`src/rtl/vga_pkg.sv`:
```
// vga_pkg: shared constants and helpers for the pixel read path.
package vga_pkg;
    localparam int LINEPIX_DEF = 640;
    localparam int BGCOLOR_DEF = 0;
    localparam int UCNT_W      = 16;
    function automatic int ppw(input int wwidth, input int pwidth);
        return wwidth / pwidth;
    endfunction
endpackage

```
`src/rtl/pixel_shifter.sv`:
```
// pixel_shifter: LSB-first word shift register with a remaining-pixel counter and load decision.
module pixel_shifter import vga_pkg::*; #(
    parameter int WWIDTH = 8,
    parameter int PWIDTH = 2
) (
    input  logic              clk_i,
    input  logic              reset_i,
    input  logic              clear_i,
    input  logic              consume_i,
    input  logic              src_valid_i,
    input  logic [WWIDTH-1:0] src_i,
    output logic              load_o,
    output logic              avail_o,
    output logic [PWIDTH-1:0] pixel_o
);
    localparam int PPW = ppw(WWIDTH, PWIDTH);
    localparam int RW  = $clog2(PPW + 1);
    logic [WWIDTH-1:0] shift_q, shift_d;
    logic [RW-1:0]     rem_q, rem_d, rem_eff;
    // A line start discards the partial word, so the load rule sees an empty register.
    always_comb begin
        rem_eff = clear_i ? '0 : rem_q;
        load_o  = src_valid_i & ((rem_eff == '0) | ((rem_eff == RW'(1)) & consume_i));
        shift_d = load_o ? src_i : consume_i ? shift_q >> PWIDTH : shift_q;
        rem_d   = load_o ? RW'(PPW) : consume_i ? rem_eff - RW'(1) : rem_eff;
    end
    always_ff @(posedge clk_i) begin
        if (reset_i) begin
            shift_q <= '0;
            rem_q   <= '0;
        end else begin
            shift_q <= shift_d;
            rem_q   <= rem_d;
        end
    end
    assign avail_o = rem_q != '0;
    assign pixel_o = shift_q[PWIDTH-1:0];
endmodule

```
`src/rtl/pixel_unpacker.sv`:
```
// pixel_unpacker: FIFO word prefetch and per-cycle pixel emission with underrun/overscan handling.
// Optional PIXEL_UNPACKER_UNDERRUN_COUNT_EN adds a saturating underrun_count_o port.
module pixel_unpacker import vga_pkg::*; #(
    parameter int WWIDTH  = 8,
    parameter int PWIDTH  = 2,
    parameter int LINEPIX = LINEPIX_DEF,
    parameter int BGCOLOR = BGCOLOR_DEF
) (
    input  logic              clk_i,
    input  logic              reset_i,
    input  logic [WWIDTH-1:0] fifo_data_i,
    input  logic              fifo_empty_i,
    output logic              fifo_read_o,
    input  logic              pixel_en_i,
    input  logic              line_start_i,
    output logic [PWIDTH-1:0] pixel_out_o,
    output logic              pixel_valid_o,
    output logic              underrun_o
`ifdef PIXEL_UNPACKER_UNDERRUN_COUNT_EN
    ,
    output logic [UCNT_W-1:0] underrun_count_o
`endif
);
    localparam int LW = $clog2(LINEPIX + 1);
    localparam logic [PWIDTH-1:0] BG = BGCOLOR[PWIDTH-1:0];
    logic [WWIDTH-1:0] pref_q, pref_d;
    logic              pref_valid_q, pref_valid_d, pending_q;
    logic [LW-1:0]     line_q, line_d;
    logic              en, overscan, consume, under, avail, load;
    logic [PWIDTH-1:0] pix;
    pixel_shifter #(.WWIDTH(WWIDTH), .PWIDTH(PWIDTH)) u_shifter (
        .clk_i      (clk_i),
        .reset_i    (reset_i),
        .clear_i    (line_start_i),
        .consume_i  (consume),
        .src_valid_i(pref_valid_q | pending_q),
        .src_i      (pref_valid_q ? pref_q : fifo_data_i),
        .load_o     (load),
        .avail_o    (avail),
        .pixel_o    (pix)
    );
    // A pending read delivering into a load bypasses prefetch entirely.
    always_comb begin
        en           = pixel_en_i & ~line_start_i;
        overscan     = line_q == LW'(LINEPIX);
        consume      = en & avail & ~overscan;
        under        = en & ~avail & ~overscan;
        fifo_read_o  = ~pref_valid_q & ~pending_q & ~fifo_empty_i & ~reset_i;
        pref_valid_d = (pref_valid_q | pending_q) & ~load;
        pref_d       = pending_q ? fifo_data_i : pref_q;
        line_d       = line_start_i ? '0 : line_q + LW'(consume);
    end
    always_ff @(posedge clk_i) begin
        if (reset_i) begin
            pref_q        <= '0;
            pref_valid_q  <= 1'b0;
            pending_q     <= 1'b0;
            line_q        <= '0;
            pixel_out_o   <= BG;
            pixel_valid_o <= 1'b0;
            underrun_o    <= 1'b0;
        end else begin
            pref_q        <= pref_d;
            pref_valid_q  <= pref_valid_d;
            pending_q     <= fifo_read_o;
            line_q        <= line_d;
            pixel_out_o   <= consume ? pix : BG;
            pixel_valid_o <= consume;
            underrun_o    <= underrun_o | under;
        end
    end
`ifdef PIXEL_UNPACKER_UNDERRUN_COUNT_EN
    always_ff @(posedge clk_i) begin
        if (reset_i) underrun_count_o <= '0;
        else if (under && underrun_count_o != '1) underrun_count_o <= underrun_count_o + 1'b1;
    end
`endif
endmodule

```
`config.mk`:
```
export PLATFORM = sky130hd
export DESIGN_NAME = pixel_unpacker
export DESIGN_NICKNAME = d
export VERILOG_FILES = /design/src/rtl/vga_pkg.sv /design/src/rtl/pixel_shifter.sv /design/src/rtl/pixel_unpacker.sv
export SDC_FILE = /design/constraint.sdc
export NUM_CORES = 1
export LEC_CHECK = 0
export ABC_AREA = 1
export CORE_UTILIZATION = 50
export DETAILED_ROUTE_END_ITERATION = 7
export PLACE_DENSITY_LB_ADDON = 0.05
export SLEW_MARGIN = 20
export SYNTH_ARGS = -nofsm -noshare
export SYNTH_HDL_FRONTEND = slang
export SYNTH_SLANG_ARGS = --single-unit
```
`constraint.sdc`:
```
create_clock -name clk_i -period 2 [get_ports clk_i]
set_input_delay 0.4 -clock clk_i [delete_from_list [all_inputs] [get_ports clk_i]]
set_output_delay 0.4 -clock clk_i [all_outputs]
set_load 0.1 [all_outputs]
```
==> metrics.txt <==
vias in the first global route approximately 1,400; Power, Total around 1.3 mW; fin nets between 200 and 300; crit path launch type flop; row cnt 20; CP Data Required Time 2.23 ns; Die Ht about 61 µm; worst setup margin 0.00289 ns; Slew @ Worst Pin approximately 0.37 ns; max-slew violations 0; drt wl/cell 12.4 µm; most common cell after layout, fill and taps aside nand2_1; CTS Buf Count 5; CP endpoint line_q[8]; syn nets ~240; drt pass-1 iters 4; crit-path max FO 3; Area after DPL 0.00202 mm²; I/O pins 18; maximum operating frequency ~500 MHz; count of different cell masters after synthesis 30; final hold violations 0; worst hold start pref_q[2]; fin util between 60% and 70%; n_diodes 0; fill count roughly 290; Clk pin slew, worst setup/hold paths about 0.11 ns; commonest non-fill, non-tap cells in the layout 33 x nand2_1, 28 x dfxtp_1, 28 x buf_4; Synth Instances 220; largest area contributor in the netlist dfxtp_1; Place WS -0.392 ns; share of the synthesized area in the top cell type 40.8%; RSZ-0062 raised after global routing true; post-synthesis register bit count 35; number of remaining DRC errors 0; worst r2r src line_q[2]; Die ar. approximately 0.0037 mm²; min cycle time layout ~2.0 ns; routability cong. approximately 0.83; synth-to-layout area growth 28.4%; pin count of the biggest net entering global routing 17; Worst setup startpoint line_q[2]; Hold Crit Class flop to flop; vias approximately 1,500; clock insertion delay at the later pin of the skew report 0.34 ns; CTS HTree Levels 2; maximum vdd drop ~0.00044 V; sequential-to-total area share from yosys stat 40.8%; top cells by area, synth dfxtp_1 41%, nand2_1 7.9%, o21ai_0 5.8%; Synth Area per Inst a little under 8 µm²; leakage power roughly 0.90 nW; drt via density 5.06; Max-slew headroom 75.2%; R2R setup slack 0.003 ns; synthesized area ~0.0017 mm²; CTS sink count 35; Bufs on Longest Clock Path 2; Core Footprint 0.00315 mm²; initial core utilization ~54%; antenna violations before repair 0; Routed WL roughly 3800 µm; DRT antenna net count 0; die width about 60 µm; Setup-failing EPs final 0; multi-input logic area 903 µm²; Post-Route Skew about 0.013 ns; Crit. End Element flop; dpl hpwl roughly 2600 µm; Max Cap Viol 0; clk root buf clkbuf_4; Remaining Overflow, GRT 0; WP data arrival around 2.2 ns; GR Util All Layers 21.1%; status finished, final reports clean; wire length of the first global-routing pass 5670 µm; Setup Crit Path Kind flop to flop; r2r endpoint line_q[8]; fin area 0.00220 mm²; DRT iter0 DRCs 74; PortBufs 17; Pwr Density 604 mW/mm²; CTS tree done; Final period util 99.9%; Post-CTS Hold Buffers 0; r2r worst-path depth 16; synth warn 0; layout cells sized above 1 between 30% and 40%; sequential cell area 714 µm²
-- where the power goes --
| part | leakage [nW] | internal (mW) | switching [mW] |
|---|---|---|---|
| sequential | 0.289 | 0.723 | 0.0186 |
| clock | 0.0293 | 0.137 | 0.232 |
| combinational | 0.585 | 0.0920 | 0.128 |
| total | 0.904 | 0.952 | 0.379 |
-- worst min path at each step --
stage	depth (start not counted)	end
2_1_floorplan	2	pref_q[0]
3_5_place_dp	2	pref_q[2]
6_report	2	pref_q[2]
5_1_grt	2	pref_q[2]
4_1_cts	2	pref_q[2]
3_3_place_gp	2	underrun_o
-- stage by stage --
step,hold WS (ns),TNS [ns],cells
finish,0.463,0,306
global route,0.485,-0.144,306
CTS,0.463,0,297
detailed placement,0.448,-3.14,289
global placement,0.441,-2.80,289
floorplan,0.434,0,220
-- synth_stat cells, drive strengths merged --
| cell | instances |
|---|---|
| nor3 | 8 |
| ha | 5 |
| a31oi | 1 |
| dfxtp | 35 |
| a211oi | 1 |
| buf | 5 |
| xor2 | 2 |
| nand3 | 18 |
| nor2 | 18 |
| o211ai | 2 |
| clkinv | 1 |
| nand2 | 45 |
| nand4 | 2 |
| a21oi | 20 |
| inv | 29 |
| and3 | 3 |
| o21ai | 20 |
| nor3b | 2 |
| clkbuf | 3 |
-- sequential cells by signal, summed over array words and instances, names as in the netlist --
| signal | cells |
|---|---|
| pending_q | 1 |
| underrun_o | 1 |
| pref_q | 8 |
| line_q | 10 |
| pref_valid_q | 1 |
| u_shifter.shift_q | 8 |
| pixel_out_o | 2 |
| u_shifter.rem_q | 3 |
| pixel_valid_o | 1 |
-- worst max-delay path: stages (launching register included) --
cell     delay (ns)
dfxtp_2        0.35
nor2_2         0.13
nand2_1        0.08
nor2_2         0.12
nand2_2        0.08
nand2_2        0.09
inv_2          0.05
ha_4           0.17
ha_4           0.16
nand2_2        0.06
inv_2          0.04
nand2_2        0.08
nor2_2         0.05
and3_4         0.17
nand2_2        0.06
xor2_1         0.14
nor2_1         0.06
-- metal layers --
metal	vias to the layer above	GRT usage, %	wire (µm)
met5	-	0	0
met1	716	26.9	1750
met2	27	34.2	1860
li1	800	-	-
met4	0	7.79	38
met3	6	5.76	155
-- area by class of cell --
cell class                      count  area share, %
Tap cell                           44           2.50
Clock buffer                        7           2.04
Inverter                           30           5.16
Multi-Input combinational cell    147           41.0
Clock inverter                      1          0.227
Timing Repair Buffer               42           16.7
Sequential cell                    35           32.4
-- logic make-up (layout without fill, tap and decap cells) --
group                      after synthesis  after routing  share of synthesized area (%)
AOI/OAI and AO/OA                       44             44                           14.9
xor gates and xnor gates                 2              2                           1.02
buffers and inverters                   38             80                           10.3
adders and majority gates                5              5                           3.64
and+or+nand+nor                         96             96                           29.3
DFF                                     35             35                           40.8
-- timing repair --
item / CTS / global route
endpoints found under the setup margin: 1 / 4
setup buffers: 0 / 9
pin swaps: 1 / 12
resized for setup: 6 / 20
Note: power is estimated with default switching activity, not from simulation.
==> variant 1 (config.mk and constraints unchanged) <==
`shift_q` no longer has a reset.
--- a/src/rtl/pixel_shifter.sv
+++ b/src/rtl/pixel_shifter.sv
@@ -26,12 +26,14 @@
     end
     always_ff @(posedge clk_i) begin
         if (reset_i) begin
-            shift_q <= '0;
             rem_q   <= '0;
         end else begin
-            shift_q <= shift_d;
             rem_q   <= rem_d;
         end
+    end
+
+    always_ff @(posedge clk_i) begin
+        shift_q <= shift_d;
     end
     assign avail_o = rem_q != '0;
     assign pixel_o = shift_q[PWIDTH-1:0];
Check against the original RTL: same outputs for any inputs over 10 cycles, from zero or initial values and one cycle with reset_i high; that may be too few to reach the edited logic, so the function may still have changed.
==> variant 1 against the original RTL <==
Sequential share of layout area is 4.0 points higher. Total power up 14%. Highest routed layer unchanged. Routed wire length shrank 11%. Clock power up 46%. Die area is 1.8% lower. Largest power group unchanged. Worst setup slack gained 0.11 ns. Synthesized area fell by 1.8%. Sequential cell count is the same. Critical path type unchanged. Design area down 1.8%. Sequential power grew 4.0%. Synthesized cell count fell by 12%.
==> variant 1: results <==
[final_layout]
multi_input_comb_area_sq_um = 821
drive_above_1_share_pct = 34.5
fill_cells = 261

[logic_synthesis]
synth_compound_area_share_pct = 11.9
synth_commonest_cells = 35 x nor2_1, 27 x dfxtp_1, 23 x nand2_1
synth_seq_area_share_pct = 46.3
synth-adder-area-share_pct = 3.71
ys_types = 30
syn_inst = 194
ys_top_cells_by_area = dfxtp_1 32%, edfxtp_1 14%, nor2_1 7.8%
synth_top_family_by_area = simple AND/OR/NAND/NOR gates
synth_mux_area_share_pct = 3.56
syn_nets = 212
synth-edff-count = 8
synth_xor_area_share_pct = 2.60

[clock_tree]
clk_latency_ns = 0.35

[global_routing]
grt_pass1_wl_mm = 5.64
met3_usage_pct = 6.49
grt_max_degree = 13
grt.total_usage_pct = 22.0
grt_pass1_vias = 1283

[detailed_routing]
wl_met1_mm = 1.45
wl_per_cell_um = 12.1
met3_length_um = 94
drt-vias-per-instance = 4.89
routed_wl_mm = 3.38

[worst_setup_path]
reg2reg_depth = 13
cpPeakStageDelay_ns = 0.38
cp_slowest_cell = dfxtp_1
timing.rr.start = u_shifter.rem_q[0]
r2r_slack_ns = 0.11

[placement]
dp_cells = 268
placed_area_sq_um = 2020
dp_hpwl_mm = 2.51
gp_congestion = 0.865
dp_slack_ns = -0.476

[power_and_ir_drop]
leakage_uw = 0.000884
worst_ir_drop_vdd_uv = 361
swShare_pct = 24.8
pg_clk_uw = 537
pwr.group.sequential_uw = 772
power_uw = 1510

[timing]
finalClockSkew_ns = 0.00978
relSlewSlack_pct = 80.6
fin_hold_ws_ns = 0.481

[outcome]
outcome = complete, no violations

[min_path]
hp-start = u_shifter.shift_q[1]
-- variant 1: cell count changes in the layout (fill, tap and decap cells not counted), moves of 7 or more --
cell,delta
a21oi_1,-10
dfxtp_1,-7
edfxtp_1,+8
nand2_1,-10
nand3_1,-8
nor2_1,+22
o21ai_0,-10
-- variant 1: tightest hold or removal path: stages (launching register included) --
cell and delay, ns:
edfxtp_1 0.33, inv_1 0.04, nor2_1 0.08
-- variant 1: area by class of cell --
| cell class | count | area share (%) |
|---|---|---|
| Sequential cell | 35 | 36.4 |
| Clock buffer | 6 | 2.37 |
| Timing Repair Buffer | 37 | 14.7 |
| Clock inverter | 2 | 1.62 |
| Tap cell | 44 | 2.54 |
| Inverter | 26 | 4.51 |
| Multi-Input combinational cell | 129 | 37.9 |
-- variant 1: repair_timing --
item / 4_1_cts / 5_1_grt
endpoints found under the hold margin: 0 / 0
buffers inserted: 3 / 0
resized for setup: 8 / 7
endpoints found under the setup margin: 1 / 3
pin swaps: 3 / 1
-- variant 1: cells by family after synthesis --
logic type | Yosys count
and+or+nand+nor | 86
buffers and inverters | 30
xor gates and xnor gates | 5
muxes | 6
AOI/OAI and AO/OA | 27
DFF | 35
adders and majority gates | 5
-- variant 1: worst max-delay path by stage --
stage / startpoint / to / slack (ns) / cells after the start
2_1_floorplan: line_start_i / line_q[8] / 0.1 / 14
5_1_grt: u_shifter.rem_q[1] / line_q[8] / -0.04 / 13
3_3_place_gp: line_start_i / line_q[8] / -0.38 / 15
3_5_place_dp: line_start_i / line_q[8] / -0.48 / 15
4_1_cts: pref_valid_q / fifo_read_o / 0.06 / 4
6_report: u_shifter.rem_q[0] / line_q[8] / 0.11 / 13
==> variant 2 (same flow settings) <==
Made on the original files. Build with the macro `PIXEL_UNPACKER_UNDERRUN_COUNT_EN` defined.
--- a/src/rtl/pixel_unpacker.sv
+++ b/src/rtl/pixel_unpacker.sv
@@ -1,5 +1,7 @@
 // pixel_unpacker: FIFO word prefetch and per-cycle pixel emission with underrun/overscan handling.
 // Optional PIXEL_UNPACKER_UNDERRUN_COUNT_EN adds a saturating underrun_count_o port.
+`define PIXEL_UNPACKER_UNDERRUN_COUNT_EN
+
 module pixel_unpacker import vga_pkg::*; #(
     parameter int WWIDTH  = 8,
     parameter int PWIDTH  = 2,
Function (old outputs only; new: underrun_count_o): kept (equiv_simple and equiv_induct, registers matched by name and starting in step).
==> variant 2 against the original RTL <==
Routed wire length up 47%. Clock skew down 0.0090 ns. Synthesized area up 49%. Design area up 51%. Total power up 65%. Sequential power up 44%. Sequential cell count up 16. Worst setup slack better by 0.12 ns. Combinational power up 28%. Cell count up 60%. Fmax up 6.5%. Non-clock buffer count up 26.
==> variant 2: results <==
[outcome]
outcome = complete, no violations

[logic_synthesis]
synth_xor_area_share_pct = 3.42
synth_mux_area_share_pct = 1.56
avgSynthCellArea_sq_um = 7.18
yosysWarnings = 0
syn_nets = 376
ys_top_cells_by_area = dfxtp_1 40%, nand2_1 12%, nor2_1 6.0%
async_flop_share_pct = 0
synth-adder-area-share_pct = 2.93
synth_compound_area_share_pct = 11.4
synth_top_family_by_area = simple AND/OR/NAND/NOR gates
ys_types = 32
synth_commonest_cells = 83 x nand2_1, 51 x dfxtp_1, 41 x nor2_1
synth_seq_area_share_pct = 39.8

[final_layout]
final_cells = 490
fill_cells = 444
nNetsFinal = 441
diodes = 0
drive_above_1_share_pct = 23.6
reg_top3 = underrun_count_o: 16 flops, line_q: 10 flops

[global_routing]
grt_pass1_wl_mm = 9.46
antenna_found_initial = 0
grt.total_usage_pct = 22.5
grt_max_degree = 19
grt_pass1_vias = 2108

[clock_tree]
root_buffer = clkbuf_8
path_clk_slew_ns = 0.09
postCtsSetupBuffers = 1
htree_levels = 2
numCtsBuffers = 5
clk_latency_ns = 0.31
cts.repair.resized = 1
cts_buffer_depth = 2

[placement]
dp_cells = 478
io_buffers = 33
dp_hpwl_mm = 4.08
gp_congestion = 0.918
placed_area_sq_um = 3140
dp_slack_ns = -0.368

[min_path]
hold_class = register to register
holdPathStages = 2

[detailed_routing]
drt_iter0_drc = 109
routed_wl_mm = 5.57
dr.pass1.iters = 4
drt-vias-per-instance = 4.85

[timing]
finalClockSkew_ns = 0.00419
relSlewSlack_pct = 72.9

[power_and_ir_drop]
worst_ir_drop_vdd_uv = 531
leakage_uw = 0.00140

[worst_setup_path]
critPathArrivalTime_ns = 2.07
reg2reg_depth = 15
worstPathMaxFanout = 2

[run]
drv_cap = 0
## variant 2: cell types whose count changed in the layout (fill, tap and decap cells not counted), sizes merged, moves of 4 or more
cell / change
xor2: +4
inv: +12
mux2i: +4
dfxtp: +16
nand2: +42
a21oi: +10
nor3: +5
buf: +26
nor2: +23
xnor2: +4
nand3: +10
## variant 2: layer usage
layer,track usage [%],routed length (um)
met1,32.3,2870
met2,34.3,2400
met3,4.39,237
met4,6.62,72
met5,0,0
## variant 2: cell type report
type                       count  area, sq um  share of cell area, %
tap                           67         83.8                   2.51
clock buffer                   6         72.6                   2.18
multi-input combinational    254         1340                   40.0
clock inverter                 2         60.1                   1.80
inverter                      42          158                   4.73
timing repair buffer          68          583                   17.5
sequential                    51         1040                   31.3
## variant 2: path summary, 6_finish.rpt
path	endpoint	startpoint	slack (ns)
worst min-delay path	line_q[9]	line_q[9]	0.47
worst max-delay path	line_q[8]	line_q[0]	0.12
worst min register to register	line_q[9]	line_q[9]	0.47
worst max register to register	line_q[8]	line_q[0]	0.12
## variant 2: metrics by stage
step / util, % / hold slack (ns)
finish: 69.2 / 0.471
global route: 69.2 / 0.500
CTS: 68.1 / 0.472
detailed placement: 65.1 / 0.457
global placement: 65.1 / 0.448
floorplan: - / 0.439
## variant 2: critical path: stages, from the launching register on
cell	delay, ns
dfxtp_2	0.35
or2_1	0.22
nor2_1	0.14
nand2_1	0.11
nand2_2	0.09
inv_2	0.05
ha_4	0.15
ha_2	0.16
nand2_1	0.07
inv_2	0.04
nand2_2	0.06
nor3_2	0.05
nand2_1	0.09
nor2_2	0.04
o21ai_1	0.10
a21oi_1	0.05
## variant 2: power by group
group          internal [uW]  switching, uW
Combinational            110            172
Clock                    500            343
Sequential              1050           17.7
Total                   1660            533
